$ cat src/rtl/sprite_pkg.sv
// sprite_pkg
// Shared definitions for the sprite engine serial command receiver.
//   CMD_W_DEF / DATA_W_DEF : default command and data field widths
//   frame_t                : one received frame {cmd, data} at default widths
//   rx_state_t             : bit-counter FSM states of the receiver
package sprite_pkg;

    localparam int CMD_W_DEF  = 4;
    localparam int DATA_W_DEF = 10;

    typedef struct packed {
        logic [CMD_W_DEF-1:0]  cmd;
        logic [DATA_W_DEF-1:0] data;
    } frame_t;

    typedef enum logic [1:0] {
        S_CMD,
        S_DATA,
        S_OVER
    } rx_state_t;

endpackage

$ cat src/rtl/spr_cmd_fifo.sv
// spr_cmd_fifo
// First-word-fall-through synchronous FIFO holding received frames.
// A push while full is accepted only if a pop happens in the same cycle,
// in which case the level stays unchanged.
// Ports:
//   clk, rst_n  : clock, asynchronous active-low reset (empties the FIFO)
//   push        : write request, push_data is the entry to store
//   pop         : read request, ignored while empty
//   pop_data    : current head, forced to 0 while empty
//   full, empty : occupancy flags
//   level       : number of entries held (0..DEPTH)
module spr_cmd_fifo #(
    parameter int WIDTH = 14,
    parameter int DEPTH = 4
) (
    input  logic                     clk,
    input  logic                     rst_n,
    input  logic                     push,
    input  logic [WIDTH-1:0]         push_data,
    input  logic                     pop,
    output logic [WIDTH-1:0]         pop_data,
    output logic                     full,
    output logic                     empty,
    output logic [$clog2(DEPTH):0]   level
);

    localparam int AW = $clog2(DEPTH);
    localparam logic [AW:0] FULL_LEVEL = DEPTH[AW:0];

    logic [WIDTH-1:0] mem [DEPTH];
    logic [AW:0]      wr_ptr;
    logic [AW:0]      rd_ptr;
    logic             do_push;
    logic             do_pop;

    // Pointers carry one extra wrap bit so that full and empty are distinct.
    assign level   = wr_ptr - rd_ptr;
    assign full    = (level == FULL_LEVEL);
    assign empty   = (level == '0);
    assign do_pop  = pop & ~empty;
    assign do_push = push & (~full | do_pop);

    assign pop_data = empty ? '0 : mem[rd_ptr[AW-1:0]];

    always_ff @(posedge clk) begin
        if (do_push) begin
            mem[wr_ptr[AW-1:0]] <= push_data;
        end
    end

    always_ff @(posedge clk or negedge rst_n) begin
        if (!rst_n) begin
            wr_ptr <= '0;
            rd_ptr <= '0;
        end else begin
            if (do_push) begin
                wr_ptr <= wr_ptr + 1'b1;
            end
            if (do_pop) begin
                rd_ptr <= rd_ptr + 1'b1;
            end
        end
    end

endmodule

$ cat src/rtl/sprite_serial_rx.sv
// sprite_serial_rx
// Serial command receiver for the sprite engine. The host drives a serial
// clock, a commit strobe and a data line, all asynchronous to clk. Each frame
// is CMD_W command bits followed by DATA_W data bits (MSB first) and is
// terminated by a commit. Frames of exactly CMD_W+DATA_W bits are queued in a
// FWFT FIFO and offered over a valid/ready handshake.
// Ports:
//   clk, rst_n                    : system clock, async active-low reset
//   spr_clk, spr_cmd, spr_ser     : host serial interface (asynchronous)
//   out_valid, out_ready          : output handshake
//   out_command, out_data         : FIFO head fields, 0 while empty
//   frame_err                     : one-cycle pulse, malformed frame dropped
//   overflow                      : sticky, valid frame lost to a full FIFO
//   drop_cnt                      : dropped-frame count, saturating at 255
//   fifo_level                    : entries held in the FIFO
//   clr_status                    : clears overflow and drop_cnt
module sprite_serial_rx
    import sprite_pkg::*;
#(
    parameter int CMD_W       = CMD_W_DEF,
    parameter int DATA_W      = DATA_W_DEF,
    parameter int SYNC_STAGES = 2,
    parameter int FIFO_DEPTH  = 4
) (
    input  logic                          clk,
    input  logic                          rst_n,
    input  logic                          spr_clk,
    input  logic                          spr_cmd,
    input  logic                          spr_ser,
    output logic                          out_valid,
    input  logic                          out_ready,
    output logic [CMD_W-1:0]              out_command,
    output logic [DATA_W-1:0]             out_data,
    output logic                          frame_err,
    output logic                          overflow,
    output logic [7:0]                    drop_cnt,
    output logic [$clog2(FIFO_DEPTH):0]   fifo_level,
    input  logic                          clr_status
);

    localparam int TOTAL = CMD_W + DATA_W;
    localparam int NW    = $clog2(TOTAL + 2);

    localparam logic [NW-1:0] N_CMD   = NW'(CMD_W);
    localparam logic [NW-1:0] N_TOTAL = NW'(TOTAL);
    localparam logic [NW-1:0] N_MAX   = NW'(TOTAL + 1);

    logic [SYNC_STAGES-1:0] clk_sync;
    logic [SYNC_STAGES-1:0] cmd_sync;
    logic [SYNC_STAGES-1:0] ser_sync;
    logic                   clk_prev;
    logic                   edge_pulse;
    logic                   cmd_at_edge;
    logic                   ser_at_edge;

    rx_state_t              state;
    logic [NW-1:0]          bit_cnt;
    logic [NW-1:0]          next_cnt;
    rx_state_t              next_state;
    logic [CMD_W-1:0]       cmd_sr;
    logic [DATA_W-1:0]      data_sr;

    logic                   is_commit;
    logic                   is_shift;
    logic                   frame_ok;
    logic                   drop_now;

    logic [TOTAL-1:0]       head;
    logic                   fifo_full;
    logic                   fifo_empty;

    // The spr_clk chain and its history flop reset high so a host holding
    // spr_clk high through reset never looks like a rising edge. The detected
    // edge is registered, and cmd/ser are captured alongside it, so the
    // strobe and data used are the ones sampled together with the first high
    // spr_clk sample.
    always_ff @(posedge clk or negedge rst_n) begin
        if (!rst_n) begin
            clk_sync    <= '1;
            cmd_sync    <= '0;
            ser_sync    <= '0;
            clk_prev    <= 1'b1;
            edge_pulse  <= 1'b0;
            cmd_at_edge <= 1'b0;
            ser_at_edge <= 1'b0;
        end else begin
            clk_sync    <= {clk_sync[SYNC_STAGES-2:0], spr_clk};
            cmd_sync    <= {cmd_sync[SYNC_STAGES-2:0], spr_cmd};
            ser_sync    <= {ser_sync[SYNC_STAGES-2:0], spr_ser};
            clk_prev    <= clk_sync[SYNC_STAGES-1];
            edge_pulse  <= clk_sync[SYNC_STAGES-1] & ~clk_prev;
            cmd_at_edge <= cmd_sync[SYNC_STAGES-1];
            ser_at_edge <= ser_sync[SYNC_STAGES-1];
        end
    end

    assign is_commit = edge_pulse & cmd_at_edge;
    assign is_shift  = edge_pulse & ~cmd_at_edge;
    assign frame_ok  = is_commit & (bit_cnt == N_TOTAL);

    // Counter saturates one past a full frame so over-long frames stay
    // distinguishable from exact-length ones however many bits arrive.
    assign next_cnt = (bit_cnt == N_MAX) ? bit_cnt : bit_cnt + 1'b1;

    always_comb begin
        next_state = S_OVER;
        if (next_cnt < N_CMD) begin
            next_state = S_CMD;
        end else if (next_cnt < N_TOTAL) begin
            next_state = S_DATA;
        end
    end

    always_ff @(posedge clk or negedge rst_n) begin
        if (!rst_n) begin
            state     <= S_CMD;
            bit_cnt   <= '0;
            cmd_sr    <= '0;
            data_sr   <= '0;
            frame_err <= 1'b0;
        end else begin
            frame_err <= is_commit & (bit_cnt != N_TOTAL);
            if (is_commit) begin
                state   <= S_CMD;
                bit_cnt <= '0;
                cmd_sr  <= '0;
                data_sr <= '0;
            end else if (is_shift) begin
                case (state)
                    S_CMD:   cmd_sr  <= CMD_W'({cmd_sr, ser_at_edge});
                    S_DATA:  data_sr <= DATA_W'({data_sr, ser_at_edge});
                    default: ;
                endcase
                bit_cnt <= next_cnt;
                state   <= next_state;
            end
        end
    end

    // A full FIFO still takes the frame if the consumer pops in the same
    // cycle; only a push with nowhere to go counts as a drop.
    assign drop_now = frame_ok & fifo_full & ~out_ready;

    // A drop coinciding with clr_status wins: the count restarts at one.
    always_ff @(posedge clk or negedge rst_n) begin
        if (!rst_n) begin
            overflow <= 1'b0;
            drop_cnt <= '0;
        end else if (drop_now) begin
            overflow <= 1'b1;
            if (clr_status) begin
                drop_cnt <= 8'd1;
            end else if (drop_cnt != 8'hFF) begin
                drop_cnt <= drop_cnt + 8'd1;
            end
        end else if (clr_status) begin
            overflow <= 1'b0;
            drop_cnt <= '0;
        end
    end

    spr_cmd_fifo #(
        .WIDTH (TOTAL),
        .DEPTH (FIFO_DEPTH)
    ) u_fifo (
        .clk       (clk),
        .rst_n     (rst_n),
        .push      (frame_ok),
        .push_data ({cmd_sr, data_sr}),
        .pop       (out_ready),
        .pop_data  (head),
        .full      (fifo_full),
        .empty     (fifo_empty),
        .level     (fifo_level)
    );

    assign out_valid   = ~fifo_empty;
    assign out_command = head[TOTAL-1:DATA_W];
    assign out_data    = head[DATA_W-1:0];

endmodule

$ cat config.mk
export PLATFORM = sky130hd
export DESIGN_NAME = sprite_serial_rx
export DESIGN_NICKNAME = d
export VERILOG_FILES = /design/src/rtl/sprite_pkg.sv /design/src/rtl/spr_cmd_fifo.sv /design/src/rtl/sprite_serial_rx.sv
export SDC_FILE = /design/constraint.sdc
export NUM_CORES = 1
export LEC_CHECK = 0
export BUFFER_PORTS_ARGS = -buffer_cell sky130_fd_sc_hd__buf_2
export CORE_MARGIN = 5
export CORE_UTILIZATION = 50
export DETAILED_ROUTE_END_ITERATION = 10
export PLACE_DENSITY = 0.8
export SYNTH_ARGS = -nofsm -noshare
export SYNTH_HDL_FRONTEND = slang
export SYNTH_SLANG_ARGS = --single-unit
$ cat constraint.sdc
create_clock -name clk -period 2.7 [get_ports clk]
set_input_delay 0.405 -clock clk [delete_from_list [all_inputs] [get_ports clk]]
set_output_delay 0.405 -clock clk [all_outputs]
set_load 0.03 [all_outputs]
==> qor.yml <==
layout:
  n_fill_cell: 642
  layout.nets: 346
  fin_cells: 439
  synthToLayoutAreaGrowth_pct: 15.5
  final_util_pct: 59.3
  antenna_cells: 0
  drive_above_1_share_pct: 28.4
  fin_area_um2: 4900
timing:
  min_period_over_period_pct: 96.7
  fmax_mhz: 383
  setup_violations: 0
  clock_skew_ns: 0.00970
  worst_slew_pin_slew_ns: 1.02
  maxSlewHeadroom_pct: 32.3
  min_period_ns: 2.61
  final_hold_viol_count: 0
  maxSlewViolCount: 0
critical_path:
  critical_path_arrival_ns: 2.21
  end_kind: "output port"
  slowest_stage: "dfrtp_1"
  cp_max_fo: 8
  cp.required_ns: 2.30
  crit_buf_inv: 3
  cpMostUsedCell: "buf_6"
  critical_path_class: "reg2out"
  crit_path_cell_trace: "ha_2, fa_2, xnor3_1, buf_6, nand3_4, buf_6, and2_1, buf_4"
  max_stage_delay_ns: 0.41
  cpLargestDelayFamily: "adder cells"
  critical_path.startpoint_type: "flop"
floorplanning:
  ios: 35
  dieArea_um2: 10400
  core-area_um2: 8260
  initial_utilization_pct: 51.3
  die_h_um: 102
  rows: 33
  die_w_um: 102
clock_network:
  clk_path_buf_depth: 2
  clkSinkCount: 102
  cts_buffers: 9
  insertion_delay_ns: 0.36
  cts_tree: "built"
  htree_levels: 3
  clkTransAtPathRegs_ns: 0.10
  cts_root_buf: "clkbuf_8"
routing:
  antenna_left: 0
  wl_mm: 7.57
  drcViolationCount: 0
  via_count: 2473
  drtIter0Drc: 87
  detail_route.wl_per_cell_um: 17.2
  vias_per_cell: 5.63
  drt_pass1_iterations: 4
logic_synthesis:
  synth_nets: 298
  synth_seq_cells: 102
  synth_cells: 281
  ys_warn_count: 0
  synthFlopType: "edfxtp_1"
  post_synth.cell_area_avg_um2: 15.1
  synthTopCellsByArea: "edfxtp_1 40%, dfrtp_1 25%, mux4_2 7.4%, and2_1 3.0%, ha_1 2.7%"
  synth.largest_area_cell: "edfxtp_1"
  yosysTopAreaCellShare_pct: 39.7
  yosysUniqueCellTypes: 48
  yosysMostFrequentCell: "edfxtp_1"
  synthTopCellsByCount: "56 x edfxtp_1, 43 x dfrtp_1, 20 x and2_1"
  ys_async_sr_fraction_pct: 45.1
  netlist_area_um2: 4240
  synth-edff-count: 56
  yosysSeqAreaShare_pct: 66.9
global_routing:
  grt_pass1_wl_mm: 12.8
  grt_max_degree: 47
  grt_pass1_vias: 2544
  grt_usage_pct: 16.1
  grt_overflow: 0
  antenna_found_initial: 0
hold_path:
  min_path_type: "in2reg"
status:
  outcome: "finished clean"
placement:
  hpwl_mm: 4.80
  place_area_um2: 4580
  place_inst: 418
  place.gp.congestion: 0.830
  portBuffers: 34
power:
  leakagePower_nw: 1.92
  power_mw: 4.35
  vdd_drop_max_v: 0.000454
  power.density_nw_per_um2: 889
run:
  cap_violations: 0
## cell usage in the layout, fill, tap and decap left out, types with 2 or more instances in the layout
cell,instances
nand2_1,10
o41ai_1,2
a21o_1,2
o31ai_1,3
dfrtp_1,43
inv_1,15
nor2_1,6
buf_6,9
inv_6,2
mux2_2,2
a21oi_1,7
ha_1,8
and3_1,3
nand3_1,6
or4_1,4
a22oi_1,2
a41o_1,2
nand3b_1,2
o21ai_0,5
and2_1,14
clkbuf_8,9
dfstp_2,3
buf_2,23
mux4_2,14
xnor2_1,3
clkinv_4,2
a211oi_1,3
nor3b_1,2
o22ai_1,3
and2_2,4
nor2b_1,8
a22o_1,12
and2_4,2
nor4_1,3
edfxtp_1,56
buf_4,16
## cell type report
type                            count  area (µm²)  area share [%]
Timing Repair Buffer               49         352            7.18
Sequential cell                   102        2840            57.9
Multi-Input combinational cell    152        1330            27.2
Tap cell                          105         131            2.68
Inverter                           15        56.3            1.15
Clock buffer                        9         124            2.53
Clock inverter                      7        66.3            1.35
## per-stage QoR
step	TNS, ns	setup WS, ns	hold WS (ns)
floorplan	0	0.0996	0.109
global placement	0	0.0689	0.336
detailed placement	-0.0646	-0.0360	0.340
CTS	0	0.0139	0.115
global route	-0.0206	-0.00671	0.117
finish	0	0.0878	0.137
## kinds of logic (layout without fill, tap and decap cells)
| logic type | Yosys count | count (layout) | share of synthesized area, % |
|---|---|---|---|
| flip-flops | 102 | 102 | 66.9 |
| AO/OA/AOI/OAI | 46 | 46 | 7.82 |
| adder cells (fa/ha/maj) | 10 | 10 | 3.13 |
| AND/OR/NAND/NOR | 74 | 74 | 10.2 |
| XOR/XNOR | 5 | 5 | 1.36 |
| multiplexers | 17 | 17 | 8.20 |
| buffers and inverters | 27 | 80 | 2.42 |
## repair_timing
action / CTS / global route
pin swaps: 0 / 1
gates cloned: 1 / 0
buffers inserted: 3 / 1
endpoints found under the setup margin: 17 / 16
hold buffers: 0 / 0
resized for setup: 20 / 10
## registers in the layout (all words and copies together) (netlist names)
signal and cells:
bit_cnt 4, clk_prev 1, clk_sync 2, cmd_at_edge 1, cmd_sr 4, cmd_sync 2, data_sr 10, drop_cnt 8
edge_pulse 1, frame_err 1, overflow 1, ser_at_edge 1, ser_sync 2, state 2, u_fifo.mem 56, u_fifo.rd_ptr 3
u_fifo.wr_ptr 3
## per-layer routing
layer / GRT usage (%) / up-vias / routed length, µm
met5: 0 / - / 0
met4: 5.45 / 0 / 92
li1: - / 1158 / -
met2: 26.9 / 49 / 3910
met1: 21.0 / 1256 / 3230
met3: 3.48 / 10 / 335
## power by group
| part | switching [mW] | internal, mW |
|---|---|---|
| Combinational | 0.938 | 0.775 |
| Clock | 0.544 | 0.356 |
| Sequential | 0.0525 | 1.69 |
## final timing paths
path | end | cells after the start | start | slack (ns)
worst max-delay path | out_data[6] | 8 | u_fifo.rd_ptr[0]$_DFFE_PN0P_ | 0.09
min in group asynchronous | drop_cnt[1]$_DFFE_PN0P_ | 1 | rst_n | 0.21
worst max register to register | drop_cnt[5]$_DFFE_PN0P_ | 6 | u_fifo.rd_ptr[0]$_DFFE_PN0P_ | 0.12
max in group asynchronous | state[0]$_DFFE_PN0P_ | 1 | rst_n | 1.86
worst min register to register | cmd_at_edge$_DFF_PN0_ | 0 | cmd_sync[1]$_DFF_PN0_ | 0.36
worst min-delay path | clk_sync[0]$_DFF_PN1_ | 1 | spr_clk | 0.14
Power figures use the tool's default switching activity.
